--- config.mk ---
export PLATFORM = sky130hd
export DESIGN_NAME = prng_seed_loader
export DESIGN_NICKNAME = d
export VERILOG_FILES = /design/src/rtl/prng_seed_loader.sv
export SDC_FILE = /design/constraint.sdc
export NUM_CORES = 1
export LEC_CHECK = 0
export BUFFER_PORTS_ARGS = -buffer_cell sky130_fd_sc_hd__buf_2
export CAP_MARGIN = 15
export CORE_ASPECT_RATIO = 1.25
export CORE_UTILIZATION = 40
export CTS_CLUSTER_DIAMETER = 100
export CTS_CLUSTER_SIZE = 8
export DETAILED_ROUTE_END_ITERATION = 8
export HOLD_SLACK_MARGIN = 0.12
export PLACE_DENSITY = 0.82
export SKIP_LAST_GASP = 1
export SYNTH_ARGS = -nofsm -noshare
export SYNTH_HDL_FRONTEND = slang
export SYNTH_SLANG_ARGS = --single-unit
--- constraint.sdc ---
create_clock -name clk -period 2.3 [get_ports clk]
set_clock_uncertainty 0.05 [all_clocks]
set_input_delay 0.46 -clock clk [delete_from_list [all_inputs] [get_ports clk]]
set_output_delay 0.46 -clock clk [all_outputs]
set_load 0.05 [all_outputs]
--- src/rtl/prng_seed_loader.sv ---
// Seed loader for the 128-bit LFSR PRNG: streams seed words into the feed port,
// then releases the lock and pulses pre_rst. Optional macro: PRNG_SEED_ZERO_CHECK_EN.
module prng_seed_loader #(
    parameter int SIZE_FEED = 32
) (
    input  logic                 clk,
    input  logic                 rst_n,
    input  logic [SIZE_FEED-1:0] seed_in_data,
    input  logic                 seed_in_valid,
    output logic                 seed_in_ready,
    input  logic                 reseed_req,
    output logic                 prng_feed,
    output logic [SIZE_FEED-1:0] prng_feed_data,
    output logic                 prng_lock_feed,
    output logic                 prng_pre_rst,
    output logic                 seeded,
    output logic                 seed_err
);

    localparam int NWORDS = 128 / SIZE_FEED;
    localparam int WCNT_W = (NWORDS > 1) ? $clog2(NWORDS) : 1;

    typedef enum logic [2:0] {
        LOAD,
        DRAIN,
        SETTLE,
        RSTP,
        READY,
        ERR
    } state_t;

    state_t state;
    state_t state_nx;

    logic [WCNT_W-1:0] wcnt;
    logic              hs;
    logic              last;
    logic              zero;

    assign seed_in_ready = (state == LOAD);
    assign hs            = seed_in_valid & seed_in_ready;
    assign last          = hs && (wcnt == WCNT_W'(NWORDS - 1));
    assign seeded        = (state == READY);

`ifdef PRNG_SEED_ZERO_CHECK_EN
    logic [SIZE_FEED-1:0] acc;

    assign zero     = (acc == '0);
    assign seed_err = (state == ERR);

    // OR of every word of the current load; an all-zero LFSR state locks up
    always_ff @(posedge clk or negedge rst_n) begin
        if (!rst_n) begin
            acc <= '0;
        end else if (state != LOAD && state_nx == LOAD) begin
            acc <= '0;
        end else if (hs) begin
            acc <= acc | seed_in_data;
        end
    end
`else
    assign zero     = 1'b0;
    assign seed_err = 1'b0;
`endif

    // Next-state: load words, drain last pulse, unlock, reset PRNG, run
    always_comb begin
        state_nx = state;
        unique case (state)
            LOAD:    if (last) state_nx = DRAIN;
            DRAIN:   state_nx = zero ? ERR : SETTLE;
            SETTLE:  state_nx = RSTP;
            RSTP:    state_nx = READY;
            READY:   if (reseed_req) state_nx = LOAD;
            ERR:     if (reseed_req) state_nx = LOAD;
            default: state_nx = LOAD;
        endcase
    end

    // State, word counter and registered PRNG controls
    always_ff @(posedge clk or negedge rst_n) begin
        if (!rst_n) begin
            state          <= LOAD;
            wcnt           <= '0;
            prng_feed      <= 1'b0;
            prng_feed_data <= '0;
            prng_lock_feed <= 1'b1;
            prng_pre_rst   <= 1'b0;
        end else begin
            state          <= state_nx;
            prng_feed      <= hs;
            if (hs) begin
                prng_feed_data <= seed_in_data;
                wcnt           <= last ? '0 : wcnt + WCNT_W'(1);
            end
            prng_lock_feed <= (state_nx == LOAD) ||
                              (state_nx == DRAIN) ||
                              (state_nx == ERR);
            prng_pre_rst   <= (state_nx == RSTP);
        end
    end

endmodule

# Word level (Yosys, flattened, before mapping)
# Index checks and enable logic that the tools add are counted.
op_classes:
  addsub: 1
  eq_ne: 9
  n_mux: 4
  bitwise: 1
  reduce_logical: 6
ops:
  columns: ["operator", "n"]
  rows:
  - ["case mux 3 bit (5 select lines)", 1]
  - ["== test 3 x 2 -> 1 bit, second input constant", 3]
  - ["== test 3 bit, second input constant", 3]
  - ["== test 3 x 1 -> 1 bit, second input constant", 2]
  - ["zero test 3 bit", 2]
  - ["two-way mux 3 bit", 2]
  - ["adder 2 x 1 -> 2 bit, second input constant", 1]
  - ["== test 2 bit, second input constant", 1]
  - ["logical OR 1 bit", 2]
  - ["two-way mux 2 bit", 1]
  - ["OR reduction 2 bit", 1]
  - ["bitwise AND 1 bit", 1]
  - ["logical AND 1 bit", 1]
word_totals:
  register_bits: 40
  output_inout_bits: 38
  word_cells: 27

# Longest topological paths before layout
logic_depth:
  word_depth: 8
  ltp_mapped: 4
  mapped_depth_nobuf: 3

# Worst setup path after synthesis
# OpenSTA, ideal clock, no wires.
synth_timing:
  kind: "reg-to-output"
  startpoint: "reg state[1]"
  endpoint: "out seeded"
  arrival_ps: 1784
  path_slack_ps: 6
  stages_incl_launch_ff: 3
  n_path_buf: 1
  path_cell_list: "dfrtp_1 > buf_1 > nor3b_1"
synth_via:
  elab_chain_cells: 1
synth_rtl:
  columns: ["item", "line_no", "rtl"]
  rows:
  - ["start, declared", "32", "state_t state;"]
  - ["start signal, assigned", "90", "state <= state_nx;"]
  - ["== test 3 bit", "43", "assign seeded = (state == READY);"]
  - ["end, declared", "16", "output logic seeded,"]
# Every way passes these cells.

# Final worst setup path
layout_timing:
  startpoint: "reg state[2]"
  endpoint: "out seeded"
# Same word-level chain as after synthesis.

==> impl.org <==
** Outcome
- Outcome :: complete, no violations

** Yosys
- Synth warnings :: 0
- Combined area of all synthesized cells :: 1580 µm²
- Cell types with the largest area share after synthesis :: sky130_fd_sc_hd__dfrtp_1 (62%), sky130_fd_sc_hd__mux2_2 (23%), sky130_fd_sc_hd__buf_6 (2.8%)
- Post-Syn Nets :: 138
- Leading area contributor after synthesis :: sky130_fd_sc_hd__dfrtp_1
- After technology mapping, the gate count stands at 101.
- Each instance of the synthesized netlist takes up on average 15.7 µm².
- Mux contribution to synthesized area :: 24.2%
- Post-synthesis simple-gate area fraction :: 4.74%
- After synthesis, the largest family of logic cells by area is multiplexers.
- The synthesized netlist contains 23 unique library cells.
- The synthesized netlist devotes 0.553% of its cell area to XOR and XNOR gates.
- The synthesized design devotes to its leading area cell type 61.6% of total area.
- Compound-gate portion of the synthesized area :: 2.13%
- After synthesis the netlist holds a flip-flop and latch count of 40.
- Post-synthesis sequential area ratio :: 63.3%
- Synth Area in Adders :: 0.790%

** Routing
- The pre-antenna-repair detailed-routing pass consisted of 4 iterations.
- Vias :: 1063
- Remaining routing DRC violations :: 0
- Routed length per instance :: 11.5 µm
- The detail route stage leaves a number of antenna-violating nets equal to 0.
- In the routed layout, each cell is associated on average with a via count of 4.60.
- For this block, the initial DRC count from the detailed router was 50.
- The final layout contains routed wiring with a total length of 2660 µm.

** Worst setup path
- Cell with the largest stage delay on the worst path :: sky130_fd_sc_hd__dfrtp_1
- Walking the worst path, the cells encountered are nor3b_1 -> buf_2.
- Critical path data required time :: 1790 ps
- Count of buffer and inverter cells on the critical path :: 1
- Worst path max stage delay :: 530 ps
- The worst setup path is launched from a register.
- Data on the critical path arrives at its endpoint at 1310 ps.
- Type of the worst setup path :: register to output pin
- Endpoint class of the critical path :: output pin
- Worst Path Max Fanout :: 10
- Top Family by Delay on Critical Path :: flip-flops

** GRT
- Via count of the first global-routing pass :: 985
- Tot GR Track Use :: 13.6%
- The initial antenna violation count is 0.
- The first global-routing pass estimated 4260 µm of wire.
- Largest net degree at the start of global routing :: 36
- Leftover overflow at the end of global routing :: 0

** STA
- Setup repair after global routing left no endpoint under its margin.
- Accumulated negative setup slack :: 0 ps
- Setup violations remaining at the end of the flow were counted as 0.
- In this run the tightest slew margin relative to its limit is 62.3%.
- The number of hold violations in the final report is 0.
- Highest clock frequency the design can meet :: 549 MHz
- The count of pins over their slew limit came to 0.
- Worst Max-Slew Pin Slew :: 565 ps
- Crit path time final :: 1820 ps
- Final period util :: 79.3%

** Placement
- Routability-driven placement finished with a final weighted congestion of 0.762.
- HPWL after detailed placement :: 1980 µm
- Count of buffers inserted at the top-level ports :: 72

** Die
- Initial cell density of the core :: 41.9%
- Horiz. Die Dim :: 58.3 µm
- After floorplanning, the core was sized to cover 3780 µm².
- FP Rows :: 25
- The floorplan step defined a die boundary enclosing 4220 µm².
- Number of placed I/O pins :: 74
- Die Span Y :: 72.4 µm

** Worst hold path
- In this run the worst hold path is classified as input pin to async pin.

** Clock tree
- After clock tree synthesis, the clock-pin slew on the worst setup and hold paths is 70 ps.
- TritonCTS created 5 clock buffers.
- The number of hold buffers added after CTS was 0.
- In this run the number of H-tree levels came out at 2.
- Post-CTS Repair Setup Buffers :: 0
- Gates resized during post-CTS repair numbered 0.
- Source-to-sink clock delay at the later pin of the worst-skew pair :: 280 ps
- Maximum buffer depth of the clock tree :: 2
- TritonCTS clock tree :: yes
- Sink Count :: 40
- Clock root buffer :: sky130_fd_sc_hd__clkbuf_8

** Run
- The tool flagged a number of max-cap violations equal to 0.

** Cells and area
- From synthesis to final layout, the design area changed by 31.2%.
- Final net count :: 213
- The number of antenna diodes in the final layout is 0.
- Fraction of layout instances using a drive strength above 1 :: 68.4%
==> state kept, by name, summed over array words and instances (netlist names) <==
signal          cells
wcnt                2
prng_pre_rst        1
prng_lock_feed      1
state               3
prng_feed_data     32
prng_feed           1
==> final timing paths <==
kind	from	endpoint	slack (ps)	depth (start not counted)
worst max-delay path	state[2]	seeded	480	2
worst min-delay path	rst_n	state[2]	110	1
worst max register to register	state[1]	prng_feed_data[14]	640	3
worst min register to register	prng_feed_data[13]	prng_feed_data[13]	440	1
max in group asynchronous	rst_n	prng_feed_data[27]	1540	2
min in group clk	seed_in_data[13]	prng_feed_data[13]	340	2
==> metal layers <==
layer	track usage [%]	wire [µm]
met1	16.5	1130
met2	22.0	1310
met3	3.74	158
met4	7.14	61
met5	0	0
==> metrics by stage <==
step / utilization (%) / hold WS [ps] / cells / setup WS (ps) / instance area, µm²
after global placement: 52.5 / 420 / 223 / 694 / 1990
final: 54.9 / 111 / 231 / 477 / 2080
after global routing: 54.9 / 164 / 231 / 399 / 2080
after CTS: 54.9 / 129 / 231 / 457 / 2080
after detailed placement: 52.5 / 427 / 223 / 652 / 1990
after floorplan: - / 114 / 101 / 5.71 / 1580
==> cell families after synthesis <==
group,count (synthesis)
other,1
adder cells (fa/ha/maj),1
XOR/XNOR,1
multiplexers,34
flip-flops,40
AO/OA/AOI/OAI,5
AND/OR/NAND/NOR,11
buffers and inverters,8
==> final cells by class <==
class / count / area, µm²
multi-input cells: 53 / 517
well taps: 54 / 67.6
repair buffers: 75 / 395
clock inverters: 2 / 10.0
clock buffers: 6 / 82.6
flip-flops and latches: 40 / 1000
fillers: 331 / 1710
inverters: 1 / 3.75
==> synthesized netlist by cell type (all sizes together) <==
cell / n
a21oi: 2
o32ai: 1
o21ai: 1
or3b: 1
dfrtp: 39
buf: 7
nor2: 3
inv: 1
o21ba: 1
mux2: 34
or2: 1
nand2: 2
conb: 1
dfstp: 1
xnor2: 1
nor3: 2
nor4b: 1
nor3b: 1
ha: 1
==> worst reg2reg max path: stages, from the launching register on <==
cell and delay (ps):
sky130_fd_sc_hd__dfrtp_1 510, sky130_fd_sc_hd__nor4b_4 360, sky130_fd_sc_hd__buf_12 250, sky130_fd_sc_hd__mux2_2 370
==> cells in the final DEF (no fill, tap or decap) <==
cell	n
sky130_fd_sc_hd__nor3_1	2
sky130_fd_sc_hd__or2_2	1
sky130_fd_sc_hd__conb_1	1
sky130_fd_sc_hd__or3b_2	1
sky130_fd_sc_hd__buf_2	72
sky130_fd_sc_hd__nor3b_1	1
sky130_fd_sc_hd__nor4b_4	1
sky130_fd_sc_hd__dfrtp_1	39
sky130_fd_sc_hd__a21oi_1	2
sky130_fd_sc_hd__mux2_2	33
sky130_fd_sc_hd__clkinv_2	2
sky130_fd_sc_hd__nand2_1	2
sky130_fd_sc_hd__nor2_1	3
sky130_fd_sc_hd__clkbuf_8	6
sky130_fd_sc_hd__dfstp_2	1
sky130_fd_sc_hd__mux2_1	1
sky130_fd_sc_hd__inv_1	1
sky130_fd_sc_hd__o21ba_2	1
sky130_fd_sc_hd__ha_1	1
sky130_fd_sc_hd__buf_4	2
sky130_fd_sc_hd__o21ai_0	1
sky130_fd_sc_hd__buf_12	1
sky130_fd_sc_hd__o32ai_1	1
sky130_fd_sc_hd__xnor2_1	1
Power is not shown: default switching activity piles up to over one toggle a cycle in this logic, so the estimate is an artifact.
